[src/rtl/tbt_mult_host_if.sv]
// tbt_mult_host_if: element stream in, multiplier load/result buses, product stream out.
// master = the host (tbt_mult_host); slave = the surrounding environment.
interface tbt_mult_host_if #(
  parameter int FLOATSIZE = 32,
  parameter int LENGTH    = 2
);
  localparam int BUS_W = 2 * LENGTH * FLOATSIZE;

  logic [FLOATSIZE-1:0] in_data;
  logic                 in_valid;
  logic                 in_ready;
  logic [BUS_W-1:0]     mult_A;
  logic [BUS_W-1:0]     mult_B;
  logic                 mult_load;
  logic [BUS_W-1:0]     mult_Res;
  logic                 mult_result_ready;
  logic [FLOATSIZE-1:0] out_data;
  logic                 out_valid;
  logic                 out_ready;
  logic                 out_last;
  logic                 busy;
  logic                 err_timeout;

  modport master (
    input  in_data, in_valid, mult_Res, mult_result_ready, out_ready,
    output in_ready, mult_A, mult_B, mult_load, out_data, out_valid, out_last,
           busy, err_timeout
  );

  modport slave (
    output in_data, in_valid, mult_Res, mult_result_ready, out_ready,
    input  in_ready, mult_A, mult_B, mult_load, out_data, out_valid, out_last,
           busy, err_timeout
  );
endinterface

[src/rtl/tbt_mult_host.sv]
// tbt_mult_host: collects A then B (row-major) from an element stream, packs them
// into the multiplier buses, pulses mult_load, waits for mult_result_ready, captures
// the product and streams it out element by element. Data passes through unmodified.
// Optional feature macro: TBT_HOST_TIMEOUT_EN enables the S_WAIT watchdog that sets
// the sticky err_timeout flag after TIMEOUT_CYCLES cycles without a result.
module tbt_mult_host #(
  parameter int FLOATSIZE      = 32,
  parameter int LENGTH         = 2,
  parameter int TIMEOUT_CYCLES = 256
) (
  input  logic           clk,
  input  logic           reset,
  tbt_mult_host_if.master bus
);
  localparam int BUS_W = 2 * LENGTH * FLOATSIZE;
  localparam int NELEM = 2 * LENGTH;

  // The packing below assumes a 2x2 matrix (four elements per bus).
  if (LENGTH != 2 || TIMEOUT_CYCLES < 1) begin : g_cfg_check
    $error("tbt_mult_host: only LENGTH=2 and TIMEOUT_CYCLES>=1 are supported");
  end

  typedef enum logic [2:0] {
    S_LOAD_A,
    S_LOAD_B,
    S_START,
    S_WAIT,
    S_DRAIN
  } state_t;

  state_t           state_q, state_d;
  logic [1:0]       idx_q, idx_d;
  logic [BUS_W-1:0] mult_a_q, mult_b_q, res_q;
  logic             mult_load_q;
  logic             accept;

  // Element 0 sits in the MSBs of a bus, element 3 in the LSBs.
  function automatic logic [FLOATSIZE-1:0] elem_get(input logic [BUS_W-1:0] v,
                                                   input logic [1:0] i);
    return v[(NELEM - 1 - int'(i)) * FLOATSIZE +: FLOATSIZE];
  endfunction

  function automatic logic [BUS_W-1:0] elem_put(input logic [BUS_W-1:0]     v,
                                               input logic [1:0]           i,
                                               input logic [FLOATSIZE-1:0] d);
    logic [BUS_W-1:0] r;
    r = v;
    r[(NELEM - 1 - int'(i)) * FLOATSIZE +: FLOATSIZE] = d;
    return r;
  endfunction

`ifdef TBT_HOST_TIMEOUT_EN
  localparam int TCNT_W = $clog2(TIMEOUT_CYCLES + 1);
  logic [TCNT_W-1:0] tcnt_q;
  logic              timeout_hit;
  logic              err_q;
`endif

  assign bus.in_ready = reset && ((state_q == S_LOAD_A) || (state_q == S_LOAD_B));
  assign accept       = bus.in_valid && bus.in_ready;

  // Next-state and index logic for the load / start / wait / drain sequence
  always_comb begin
    state_d = state_q;
    idx_d   = idx_q;
`ifdef TBT_HOST_TIMEOUT_EN
    timeout_hit = 1'b0;
`endif
    unique case (state_q)
      S_LOAD_A, S_LOAD_B: begin
        if (accept) begin
          if (idx_q == 2'd3) begin
            idx_d   = 2'd0;
            state_d = (state_q == S_LOAD_A) ? S_LOAD_B : S_START;
          end else begin
            idx_d = idx_q + 2'd1;
          end
        end
      end
      S_START: state_d = S_WAIT;
      S_WAIT: begin
        // A result arriving on the limit cycle takes priority over the watchdog.
        if (bus.mult_result_ready) begin
          idx_d   = 2'd0;
          state_d = S_DRAIN;
        end
`ifdef TBT_HOST_TIMEOUT_EN
        else if (tcnt_q == TCNT_W'(TIMEOUT_CYCLES - 1)) begin
          timeout_hit = 1'b1;
          idx_d       = 2'd0;
          state_d     = S_LOAD_A;
        end
`endif
      end
      S_DRAIN: begin
        if (bus.out_ready) begin
          if (idx_q == 2'd3) begin
            idx_d   = 2'd0;
            state_d = S_LOAD_A;
          end else begin
            idx_d = idx_q + 2'd1;
          end
        end
      end
      default: begin
        idx_d   = 2'd0;
        state_d = S_LOAD_A;
      end
    endcase
  end

  // State, element index and the registered one-cycle start pulse
  always_ff @(posedge clk) begin
    if (!reset) begin
      state_q     <= S_LOAD_A;
      idx_q       <= 2'd0;
      mult_load_q <= 1'b0;
    end else begin
      state_q     <= state_d;
      idx_q       <= idx_d;
      mult_load_q <= (state_d == S_START);
    end
  end

  // Operand packing and product capture; operands only change in the load states
  always_ff @(posedge clk) begin
    if (!reset) begin
      mult_a_q <= '0;
      mult_b_q <= '0;
      res_q    <= '0;
    end else begin
      if (accept && (state_q == S_LOAD_A)) mult_a_q <= elem_put(mult_a_q, idx_q, bus.in_data);
      if (accept && (state_q == S_LOAD_B)) mult_b_q <= elem_put(mult_b_q, idx_q, bus.in_data);
      if ((state_q == S_WAIT) && bus.mult_result_ready) res_q <= bus.mult_Res;
    end
  end

`ifdef TBT_HOST_TIMEOUT_EN
  // Wait-cycle counter (zero outside S_WAIT) and sticky timeout flag
  always_ff @(posedge clk) begin
    if (!reset) begin
      tcnt_q <= '0;
      err_q  <= 1'b0;
    end else begin
      if (state_q == S_WAIT) tcnt_q <= tcnt_q + TCNT_W'(1);
      else                   tcnt_q <= '0;
      if (timeout_hit)       err_q  <= 1'b1;
    end
  end

  assign bus.err_timeout = err_q;
`else
  assign bus.err_timeout = 1'b0;
`endif

  assign bus.mult_A    = mult_a_q;
  assign bus.mult_B    = mult_b_q;
  assign bus.mult_load = mult_load_q;
  assign bus.out_valid = (state_q == S_DRAIN);
  assign bus.out_data  = elem_get(res_q, idx_q);
  assign bus.out_last  = (state_q == S_DRAIN) && (idx_q == 2'd3);
  assign bus.busy      = (state_q == S_START) || (state_q == S_WAIT) || (state_q == S_DRAIN);

endmodule

[src/flat_wrapper.sv]
// flat-port wrapper written by rule: the top's interface ports become plain ports
module tbt_mult_host_flat 
#(
  parameter int FLOATSIZE      = 32,
  parameter int LENGTH         = 2,
  parameter int TIMEOUT_CYCLES = 256
)
  (clk, reset, bus_in_data, bus_in_valid, bus_mult_Res, bus_mult_result_ready, bus_out_ready, bus_in_ready, bus_mult_A, bus_mult_B, bus_mult_load, bus_out_data, bus_out_valid, bus_out_last, bus_busy, bus_err_timeout);
  tbt_mult_host_if #(.FLOATSIZE(FLOATSIZE), .LENGTH(LENGTH)) bus_i ();
  input  logic clk;
  input  logic reset;
  input wire logic [$bits(bus_i.in_data)-1:0] bus_in_data;
  input wire logic [$bits(bus_i.in_valid)-1:0] bus_in_valid;
  input wire logic [$bits(bus_i.mult_Res)-1:0] bus_mult_Res;
  input wire logic [$bits(bus_i.mult_result_ready)-1:0] bus_mult_result_ready;
  input wire logic [$bits(bus_i.out_ready)-1:0] bus_out_ready;
  output wire logic [$bits(bus_i.in_ready)-1:0] bus_in_ready;
  output wire logic [$bits(bus_i.mult_A)-1:0] bus_mult_A;
  output wire logic [$bits(bus_i.mult_B)-1:0] bus_mult_B;
  output wire logic [$bits(bus_i.mult_load)-1:0] bus_mult_load;
  output wire logic [$bits(bus_i.out_data)-1:0] bus_out_data;
  output wire logic [$bits(bus_i.out_valid)-1:0] bus_out_valid;
  output wire logic [$bits(bus_i.out_last)-1:0] bus_out_last;
  output wire logic [$bits(bus_i.busy)-1:0] bus_busy;
  output wire logic [$bits(bus_i.err_timeout)-1:0] bus_err_timeout;
  assign bus_i.in_data = bus_in_data;
  assign bus_i.in_valid = bus_in_valid;
  assign bus_i.mult_Res = bus_mult_Res;
  assign bus_i.mult_result_ready = bus_mult_result_ready;
  assign bus_i.out_ready = bus_out_ready;
  assign bus_in_ready = bus_i.in_ready;
  assign bus_mult_A = bus_i.mult_A;
  assign bus_mult_B = bus_i.mult_B;
  assign bus_mult_load = bus_i.mult_load;
  assign bus_out_data = bus_i.out_data;
  assign bus_out_valid = bus_i.out_valid;
  assign bus_out_last = bus_i.out_last;
  assign bus_busy = bus_i.busy;
  assign bus_err_timeout = bus_i.err_timeout;
  tbt_mult_host #(.FLOATSIZE(FLOATSIZE), .LENGTH(LENGTH), .TIMEOUT_CYCLES(TIMEOUT_CYCLES)) u_core (.clk(clk), .reset(reset), .bus(bus_i));
endmodule
[config.mk]
export PLATFORM = sky130hd
export DESIGN_NAME = tbt_mult_host_flat
export DESIGN_NICKNAME = d
export VERILOG_FILES = /design/src/rtl/tbt_mult_host_if.sv /design/src/rtl/tbt_mult_host.sv /design/src/flat_wrapper.sv
export SDC_FILE = /design/constraint.sdc
export NUM_CORES = 1
export LEC_CHECK = 0
export ABC_AREA = 0
export ABC_CLOCK_PERIOD_IN_PS = 2820
export BUFFER_PORTS_ARGS = -buffer_cell sky130_fd_sc_hd__buf_2
export CORE_MARGIN = 5
export CORE_UTILIZATION = 52
export CTS_CLUSTER_SIZE = 28
export DETAILED_ROUTE_END_ITERATION = 7
export MAX_ROUTING_LAYER = met4
export PLACE_DENSITY = 0.81
export SYNTH_ARGS = -nofsm -noshare
export SYNTH_HDL_FRONTEND = slang
export SYNTH_SLANG_ARGS = --single-unit
[constraint.sdc]
create_clock -name clk -period 2.82 [get_ports clk]
set_input_delay 0.282 -clock clk [delete_from_list [all_inputs] [get_ports clk]]
set_output_delay 0.282 -clock clk [all_outputs]
set_load 0.1 [all_outputs]
==> results.json, run 1 <==
{
  "run_status": "finished, final reports clean",
  "drt_pass1_iterations": 5,
  "gpl.final_weighted_congestion": 0.871,
  "vias_in_the_first_global_route": 13486,
  "ioPinCount": 459,
  "drt_wl_total_um": 48500,
  "synth.top_cells.by_area": "sky130_fd_sc_hd__dfxtp_1 49%, sky130_fd_sc_hd__mux2i_1 16%, sky130_fd_sc_hd__nand2_1 12%",
  "chipHeight_um": 185,
  "post-synth-top-count-cell": "sky130_fd_sc_hd__nand2_1",
  "grt_setup_unrepaired": "false",
  "area_overhead_vs_synth_pct": 22.8,
  "cts_buffers": 39,
  "cellLeakagePower_nw": 7.88,
  "tritoncts": "built",
  "setup_violations": 0,
  "drcViolationCount": 0,
  "post_synth_instance_area_um2": 16000,
  "detail_route.wl_per_cell_um": 19.5,
  "count_of_flip_flops_with_a_built_in_enable_after_synthesis": 0,
  "clkSlewWorstSetupHoldPaths_ps": 60,
  "net_count_of_the_mapped_netlist": 1815,
  "core_area_um2": 30500,
  "ctsRootBufferMaster": "sky130_fd_sc_hd__clkbuf_16",
  "detailroute.via_count": 13557,
  "power.ir.vdd_worst_mv": 0.405,
  "layout.nets": 2227,
  "crit_path_end_kind": "output pin",
  "cts_setup_buffers": 0,
  "clock_path_buffers": 3,
  "synth_cells": 1645,
  "grt_antenna_before_repair": 3,
  "cp_max_fo": 23,
  "number_of_violations_reported_at_the_end_of_detailed_routing_iteration_0": 1015,
  "critPathMostFrequentCell": "sky130_fd_sc_hd__buf_4",
  "setup_tns_ps": 0,
  "netlist.area_leader.share_pct": 48.8,
  "worst_slew_pin_slew_ps": 934,
  "power_density_of_the_placed_cells_nw_per_um2": 574,
  "min-delay-path-class": "input port to register",
  "grt_start_max_net_pins": 233,
  "cap_viol_max_count": 0,
  "floorplan.initialDensity_pct": 52.4,
  "fp.dieArea_um2": 34400,
  "start_kind": "register",
  "io_buffers": 457,
  "critical_path.max_stage_delay_ps": 440,
  "highest_clock_frequency_the_design_can_meet_ghz": 0.380,
  "hpwlAfterDp_um": 33900,
  "slowest_stage": "sky130_fd_sc_hd__dfxtp_2",
  "crit_chain": "buf_4 > buf_4 > mux4_2 > buf_2",
  "post-route-min-period_ps": 2630,
  "timing.slew.headroom_pct": 37.7,
  "synth.lib_cells_used.distinct": 37,
  "ys.warnings.count": 0,
  "synth_sequential_area_ratio_pct": 48.8,
  "grt.total_usage_pct": 27.3,
  "htreeDepth": 2,
  "placement_rows": 64,
  "setup_slack_ps": 186,
  "vias_per_cell": 5.47,
  "globalRoute.totalOverflow": 0,
  "hold_viol": 0,
  "grt_pass1_wl_um": 73100,
  "async_flop_share_pct": 0,
  "ys_seq_elements": 390,
  "synth.avg_cell_area_um2": 9.73,
  "worst-endpoint-arrival_ps": 2350,
  "drv_slew": 0,
  "post_synth_most_frequent_cells": "518 x sky130_fd_sc_hd__nand2_1, 390 x sky130_fd_sc_hd__dfxtp_1, 258 x sky130_fd_sc_hd__mux2i_1",
  "dpl_worst_slack_ps": 619,
  "final_antenna_net_count": 0,
  "skew_ps": 13.5,
  "clk_sinks": 390,
  "post_route_cells_drive_above_1_share_pct": 27.6,
  "yosys_most_used_dff": "sky130_fd_sc_hd__dfxtp_1",
  "synth_largest_area_cell": "sky130_fd_sc_hd__dfxtp_1",
  "insertion_delay_ps": 510,
  "fp.dieW_um": 185,
  "worst-endpoint-required_ps": 2540,
  "fin_crit_sh_pct": 93.4,
  "timing_worst_setup_path_type": "register to output pin"
}
layout make-up:
cell class | instances | area (µm²)
Fill cell | 2422 | 10900
Sequential cell | 390 | 7810
Multi-Input combinational cell | 1107 | 7230
Timing Repair Buffer | 516 | 2930
Clock buffer | 58 | 1130
Tap cell | 396 | 495
Clock inverter | 6 | 41.3
Inverter | 3 | 11.3
Antenna cell | 4 | 10.0
worst max-delay path, delay by kind of cell (launching register included):
kind	cells	cell delay, ps
buffers and inverters	3	1090
flip-flops	1	440
multiplexers	1	300
state kept, by name (all words and copies together), names as in the netlist:
| signal | count |
|---|---|
| u_core.bus.mult_A | 128 |
| u_core.bus.mult_B | 128 |
| u_core.res_q | 128 |
| u_core.state_q | 3 |
| u_core.idx_q | 2 |
| u_core.bus.mult_load | 1 |
report_power, final:
part	switching (mW)	total, mW	internal, mW
Sequential	0.0222	5.56	5.54
Combinational	0.604	0.886	0.281
Clock	2.09	4.84	2.76
layer usage:
layer	wire length (µm)	share of wire [%]	vias up	track usage [%]
li1	-	-	6359	-
met5	0	0	-	-
met3	4440	9.2	139	6.76
met1	18400	38	6454	31.8
met2	23700	49	605	45.3
met4	1920	4.0	0	11.3
repair_timing:
item                       CTS  global route
gates resized for setup      0             0
hold endpoints to repair    41             0
hold buffers                41             0
setup endpoints to repair    0             0
stage by stage:
| stage | utilization, % | hold WS [ps] | instances | power, mW | cell area (µm²) |
|---|---|---|---|---|---|
| 2_1_floorplan | - | 417 | 1645 | 6.22 | 16000 |
| 3_3_place_gp | 59.2 | 438 | 2371 | 6.51 | 18100 |
| 3_5_place_dp | 59.2 | 442 | 2371 | 6.52 | 18100 |
| 4_1_cts | 64.4 | 0.316 | 2476 | 11.3 | 19600 |
| 5_1_grt | 64.4 | 1.50 | 2479 | 11.6 | 19700 |
| 6_report | 64.4 | 8.88 | 2480 | 11.3 | 19700 |
cells by family after synthesis:
family                     after synthesis  share of synthesized area [%]
AOI/OAI and AO/OA                      134                           6.29
xor gates and xnor gates                 1                         0.0547
adders and majority gates                5                          0.391
buffers and inverters                  148                           6.14
DFF                                    390                           48.8
muxes                                  290                           20.6
other                                    1                         0.0234
and+or+nand+nor                        676                           17.7
cells in the final DEF (no fill, tap or decap), types with 18 or more instances in the layout:
master / count
sky130_fd_sc_hd__mux4_2: 32
sky130_fd_sc_hd__buf_2: 456
sky130_fd_sc_hd__dfxtp_1: 388
sky130_fd_sc_hd__clkbuf_16: 39
sky130_fd_sc_hd__dlygate4sd3_1: 41
sky130_fd_sc_hd__nand2_1: 518
sky130_fd_sc_hd__nand3_1: 130
sky130_fd_sc_hd__mux2i_1: 258
sky130_fd_sc_hd__a21boi_1: 110
sky130_fd_sc_hd__a21boi_0: 18
path summary, 6_finish.rpt:
path                                  startpoint  slack [ps]  cells past startpoint                     to
worst max-delay path             u_core.idx_q[0]         190                      4       bus_out_data[18]
worst min-delay path            bus_mult_Res[59]           9                      3       u_core.res_q[59]
worst max register to register   u_core.idx_q[0]         590                      6  u_core.bus.mult_B[27]
worst min register to register  u_core.res_q[24]         450                      2       u_core.res_q[24]
Power figures use the tool's default switching activity.
==> inputs of run 2 (changes only) <==
--- a/config.mk
+++ b/config.mk
@@ -12,7 +12,6 @@
 export CORE_UTILIZATION = 52
 export CTS_CLUSTER_SIZE = 28
 export DETAILED_ROUTE_END_ITERATION = 7
-export MAX_ROUTING_LAYER = met4
 export PLACE_DENSITY = 0.81
 export SYNTH_ARGS = -nofsm -noshare
 export SYNTH_HDL_FRONTEND = slang
==> results.json, run 2 (synthesis gave the netlist of run 1 again) <==
{
  "run_status": "finished, final reports clean",
  "insertion_delay_ps": 510,
  "hold_viol": 0,
  "highest_clock_frequency_the_design_can_meet_ghz": 0.380,
  "area_overhead_vs_synth_pct": 22.8,
  "layout.nets": 2227,
  "fin_crit_sh_pct": 93.4,
  "setup_slack_ps": 186,
  "ioPinCount": 459,
  "critPathMostFrequentCell": "sky130_fd_sc_hd__buf_4",
  "crit_path_end_kind": "output pin",
  "final_antenna_net_count": 0,
  "power.ir.vdd_worst_mv": 0.403,
  "clockPowerShare_pct": 42.9,
  "grt_pass1_wl_um": 73100,
  "crit_chain": "buf_4 > buf_4 > mux4_2 > buf_2",
  "fp.dieArea_um2": 34400,
  "gpl.final_weighted_congestion": 0.857,
  "drt-met1-wl_um": 18400,
  "grt_antenna_before_repair": 3,
  "core_area_um2": 30500,
  "detailroute.via_count": 13573,
  "detail_route.wl_per_cell_um": 19.6,
  "timing.slew.headroom_pct": 36.6,
  "drt_pass1_iterations": 5,
  "worst-endpoint-arrival_ps": 2350,
  "highest-signal-layer": "met5",
  "place.detailed.instances": 2371,
  "hpwlAfterDp_um": 33900,
  "cellLeakagePower_nw": 7.88,
  "min-delay-path-class": "input port to register",
  "worst_slew_pin_slew_ps": 951,
  "critPathBufInv": 3,
  "report.power.total_mw": 11.3,
  "drt_wl_total_um": 48600,
  "worst-endpoint-required_ps": 2540,
  "grt.total_usage_pct": 26.5,
  "pwr-share-seq_pct": 49.2,
  "vias_in_the_first_global_route": 13490,
  "timing_worst_setup_path_type": "register to output pin",
  "globalRoute.totalOverflow": 0,
  "start_kind": "register",
  "cts_setup_buffers": 0,
  "clock_path_buffers": 3,
  "slowest_stage": "sky130_fd_sc_hd__dfxtp_2",
  "drv_slew": 0,
  "cp_max_fo": 23,
  "number_of_violations_reported_at_the_end_of_detailed_routing_iteration_0": 1041,
  "power.switching_mw": 2.72,
  "layout_common_cells": "518 x sky130_fd_sc_hd__nand2_1, 456 x sky130_fd_sc_hd__buf_2, 388 x sky130_fd_sc_hd__dfxtp_1, 258 x sky130_fd_sc_hd__mux2i_1, 130 x sky130_fd_sc_hd__nand3_1",
  "ctsRootBufferMaster": "sky130_fd_sc_hd__clkbuf_16",
  "chipHeight_um": 185,
  "cellInternalPower_mw": 8.58,
  "critical_path.top_delay_family": "buffers and inverters",
  "dpl_worst_slack_ps": 619,
  "cap_viol_max_count": 0,
  "htreeDepth": 2,
  "combPwrFrac_pct": 7.8,
  "power_density_of_the_placed_cells_nw_per_um2": 575,
  "num-fill-cells": 2423,
  "critical_path.max_stage_delay_ps": 440,
  "cts_buffers": 39,
  "skew_ps": 12.8,
  "io_buffers": 457,
  "power.share.switching_pct": 24.1,
  "vias_per_cell": 5.48,
  "grt_setup_unrepaired": "false",
  "clk_sinks": 390,
  "tritoncts": "built",
  "amount_of_wire_on_met2_after_detailed_routing_um": 23700,
  "placement_rows": 64,
  "met3_wirelength_um": 4620,
  "setup_tns_ps": 0,
  "layout_commonest_cell": "sky130_fd_sc_hd__nand2_1",
  "post_route_cells_drive_above_1_share_pct": 27.6,
  "post-route-min-period_ps": 2630,
  "floorplan.initialDensity_pct": 52.4,
  "grt_start_max_net_pins": 233,
  "instances_no_fill": 2478,
  "clkSlewWorstSetupHoldPaths_ps": 60,
  "setup_violations": 0,
  "drcViolationCount": 0,
  "fp.dieW_um": 185
}
[run 2: cell count changes in the layout (fill, tap and decap cells not counted), sizes merged]
cell	previous run	this run
diode	4	2
[run 2: through the flow]
step | hold slack, ps | cell area [µm²] | utilization (%)
detailed placement | 442 | 18100 | 59.2
global placement | 438 | 18100 | 59.2
CTS | 0.316 | 19600 | 64.4
finish | 9.97 | 19700 | 64.4
floorplan | 417 | 16000 | -
global route | 1.50 | 19600 | 64.4
[run 2: layout make-up]
| type | count | area [µm²] | share of cell area (%) |
|---|---|---|---|
| antenna | 2 | 5.00 | 0.0255 |
| clock buffer | 58 | 1130 | 5.74 |
| multi-input combinational | 1107 | 7230 | 36.8 |
| sequential | 390 | 7810 | 39.7 |
| timing repair buffer | 516 | 2930 | 14.9 |
| tap | 396 | 495 | 2.52 |
| inverter | 3 | 11.3 | 0.0573 |
| clock inverter | 6 | 41.3 | 0.210 |
[run 2: final timing paths]
path | from | end | slack (ps) | cells after the start
setup / recovery | u_core.idx_q[0] | bus_out_data[18] | 190 | 4
hold reg to reg | u_core.res_q[24] | u_core.res_q[24] | 450 | 2
setup reg to reg | u_core.idx_q[0] | u_core.bus.mult_B[27] | 590 | 6
hold / removal | bus_mult_Res[59] | u_core.res_q[59] | 10 | 3
[run 2: worst reg2reg max path, stage by stage, from the launching register on]
cell,delay [ps]
sky130_fd_sc_hd__dfxtp_2,440
sky130_fd_sc_hd__buf_4,260
sky130_fd_sc_hd__ha_1,470
sky130_fd_sc_hd__and3b_1,230
sky130_fd_sc_hd__buf_4,350
sky130_fd_sc_hd__nand3_1,180
sky130_fd_sc_hd__mux2i_1,230
[run 2: power groups by stage]
| stage | combinational [mW] | clock [mW] | sequential [mW] |
|---|---|---|---|
| after CTS | 0.882 | 4.90 | 5.56 |
| after global routing | 0.932 | 5.14 | 5.56 |
| after floorplan | 0.349 | 0 | 5.87 |
| after detailed placement | 0.833 | 0 | 5.68 |
| after global placement | 0.824 | 0 | 5.68 |
| final | 0.885 | 4.85 | 5.56 |
[run 2: repair_timing]
item / 4_1_cts / 5_1_grt
gates resized for setup: 0 / 0
hold buffers: 41 / 0
hold endpoints to repair: 41 / 0
[run 2: metal layers]
layer / vias to the layer above / GRT usage (%)
li1: 6352 / -
met1: 6423 / 31.7
met2: 659 / 45.1
met3: 135 / 6.97
met4: 4 / 11.5
met5: - / 0
==> inputs of run 3 (changes only) <==
--- a/config.mk
+++ b/config.mk
@@ -5,7 +5,7 @@
 export SDC_FILE = /design/constraint.sdc
 export NUM_CORES = 1
 export LEC_CHECK = 0
-export ABC_AREA = 0
+export ABC_AREA = 1
 export ABC_CLOCK_PERIOD_IN_PS = 2820
 export BUFFER_PORTS_ARGS = -buffer_cell sky130_fd_sc_hd__buf_2
 export CORE_MARGIN = 5
==> results.json, run 3 <==
{
  "run_status": "finished, final reports clean",
  "drv_slew": 0,
  "fin_crit_sh_pct": 97.0,
  "slowest_stage": "sky130_fd_sc_hd__buf_2",
  "cellLeakagePower_nw": 9.52,
  "drt-met1-wl_um": 21200,
  "grt_setup_unrepaired": "false",
  "skew_ps": 11.7,
  "vias_in_the_first_global_route": 16718,
  "ioPinCount": 459,
  "synth_largest_area_cell": "sky130_fd_sc_hd__dfxtp_1",
  "floorplan.initialDensity_pct": 52.5,
  "cap_viol_max_count": 0,
  "count_of_flip_flops_with_a_built_in_enable_after_synthesis": 0,
  "cts_setup_buffers": 0,
  "globalRoute.totalOverflow": 0,
  "post-synth-top-count-cell": "sky130_fd_sc_hd__nor2_1",
  "fp.dieArea_um2": 33500,
  "critical_path.max_stage_delay_ps": 460,
  "timing.slew.headroom_pct": 26.1,
  "highest_clock_frequency_the_design_can_meet_ghz": 0.366,
  "clock_path_buffers": 3,
  "reg2reg_path_depth": 7,
  "netlist.area_leader.share_pct": 50.2,
  "post_synth_instance_area_um2": 15600,
  "chipHeight_um": 183,
  "tritoncts": "built",
  "cp_max_fo": 65,
  "power_density_of_the_placed_cells_nw_per_um2": 627,
  "worst-endpoint-required_ps": 2540,
  "gpl.final_weighted_congestion": 0.898,
  "drcViolationCount": 0,
  "worst_slew_pin_slew_ps": 1100,
  "cellInternalPower_mw": 9.05,
  "worstHoldPathCells": 3,
  "layout.nets": 2818,
  "highest-signal-layer": "met5",
  "placement_rows": 63,
  "power.switching_mw": 3.73,
  "cts_buffers": 41,
  "setup_tns_ps": 0,
  "synth_sequential_area_ratio_pct": 50.2,
  "layout.core_utilization_pct": 68.8,
  "vias_per_cell": 5.67,
  "setup_violations": 0,
  "net_count_of_the_mapped_netlist": 2338,
  "yosys_most_used_dff": "sky130_fd_sc_hd__dfxtp_1",
  "min-delay-path-class": "input port to register",
  "fp.dieW_um": 183,
  "htreeDepth": 2,
  "synth.avg_cell_area_um2": 7.18,
  "detailroute.via_count": 17421,
  "grt_pass1_wl_um": 92700,
  "finalHoldWorstSlack_ps": 1.15,
  "met3_wirelength_um": 7430,
  "clkSlewWorstSetupHoldPaths_ps": 60,
  "start_kind": "register",
  "insertion_delay_ps": 530,
  "postPlaceCellArea_um2": 18000,
  "post-route-cell-area_um2": 20400,
  "hpwlAfterDp_um": 39800,
  "area_overhead_vs_synth_pct": 30.9,
  "setup_slack_ps": 85.3,
  "combPwrFrac_pct": 15.3,
  "synth_cells": 2168,
  "critical_path_stages": 5,
  "io_buffers": 457,
  "grt.total_usage_pct": 34.6,
  "setup.reg_to_reg.worst_slack_ps": 390,
  "amount_of_wire_on_met2_after_detailed_routing_um": 28900,
  "clockPowerShare_pct": 40.8,
  "timing_worst_setup_path_type": "register to output pin",
  "crit_path_end_kind": "output pin",
  "ys_seq_elements": 390,
  "hold_viol": 0,
  "synth.top_cells.by_area": "sky130_fd_sc_hd__dfxtp_1 50%, sky130_fd_sc_hd__nor2_1 18%, sky130_fd_sc_hd__o21ai_0 11%",
  "ctsRootBufferMaster": "sky130_fd_sc_hd__clkbuf_16",
  "crit_chain": "inv_4 > buf_8 > o21ai_0 > o22ai_2 > buf_2",
  "ys.warnings.count": 0,
  "synth.lib_cells_used.distinct": 27,
  "post-route-min-period_ps": 2730,
  "critical_path.top_delay_family": "buffers and inverters",
  "grt_start_max_net_pins": 129,
  "critPathBufInv": 3,
  "layout_commonest_cell": "sky130_fd_sc_hd__nor2_1",
  "pwr-share-seq_pct": 43.9,
  "detail_route.wl_per_cell_um": 20.0,
  "drt_pass1_iterations": 8,
  "clk_sinks": 390,
  "power.ir.vdd_worst_mv": 0.462,
  "dpl_worst_slack_ps": 485,
  "post_route_cells_drive_above_1_share_pct": 22.3,
  "layout_common_cells": "746 x sky130_fd_sc_hd__nor2_1, 455 x sky130_fd_sc_hd__buf_2, 389 x sky130_fd_sc_hd__dfxtp_1, 343 x sky130_fd_sc_hd__o21ai_0, 231 x sky130_fd_sc_hd__nand2_1",
  "worst-endpoint-arrival_ps": 2450,
  "post_synth_most_frequent_cells": "746 x sky130_fd_sc_hd__nor2_1, 390 x sky130_fd_sc_hd__dfxtp_1, 343 x sky130_fd_sc_hd__o21ai_0",
  "grt_antenna_before_repair": 4,
  "drt_wl_total_um": 61500,
  "final_antenna_net_count": 0,
  "number_of_violations_reported_at_the_end_of_detailed_routing_iteration_0": 2036,
  "core_area_um2": 29600,
  "power.share.switching_pct": 29.2,
  "async_flop_share_pct": 0
}
[run 3: cell type report]
class / count / area (µm²)
antenna: 5 / 12.5
clock buffer: 62 / 1200
clock inverter: 9 / 77.6
fill: 2362 / 9250
inverter: 67 / 255
multi-input combinational: 1548 / 6850
sequential: 390 / 7810
tap: 390 / 488
timing repair buffer: 600 / 3690
[run 3: cells by family after synthesis]
kind of cell,count (synthesis),synth area share [%]
adder cells (fa/ha/maj),5,0.402
flip-flops,390,50.2
AND/OR/NAND/NOR,1091,27.5
other,1,0.0241
buffers and inverters,230,7.18
AO/OA/AOI/OAI,451,14.8
[run 3: path summary, 6_finish.rpt]
| check | endpoint | startpoint |
|---|---|---|
| setup / recovery | bus_out_data[3] | u_core.idx_q[0] |
| hold / removal | u_core.res_q[48] | bus_mult_Res[48] |
| setup reg to reg | u_core.bus.mult_B[61] | u_core.state_q[2] |
| hold reg to reg | u_core.bus.mult_B[77] | u_core.bus.mult_B[77] |
[run 3: timing repair]
action                                  4_1_cts  5_1_grt
endpoints found under the setup margin       32       11
hold endpoints to repair                    108        0
hold buffers                                108        0
resized for setup                             2        2
[run 3: worst register-to-register path, stage by stage (launching register included)]
cell	delay [ps]
sky130_fd_sc_hd__dfxtp_1	530
sky130_fd_sc_hd__nor2_4	100
sky130_fd_sc_hd__nand3_4	120
sky130_fd_sc_hd__nor2_4	50
sky130_fd_sc_hd__nand2_1	150
sky130_fd_sc_hd__clkinv_1	880
sky130_fd_sc_hd__nor2_1	390
sky130_fd_sc_hd__nor2_1	90
[run 3: metrics by stage]
stage	std cells	total power [mW]
finish	3071	12.8
global route	3069	13.1
CTS	3066	12.8
detailed placement	2887	7.52
global placement	2887	7.51
floorplan	2168	7.05
[run 3: per-layer routing]
metal  GRT usage (%)  up-vias
li1                -     7924
met4            19.7        2
met3            7.99      244
met5               0        -
met1            40.5     7963
met2            58.4     1288
[run 3: power by group through the flow]
stage                     combinational (mW)  clock [mW]  sequential, mW
after floorplan                        0.897           0            6.16
after global placement                  1.77           0            5.73
after detailed placement                1.78           0            5.74
after CTS                               1.90        5.24            5.61
after global routing                    2.04        5.48            5.62
final                                   1.95        5.21            5.62
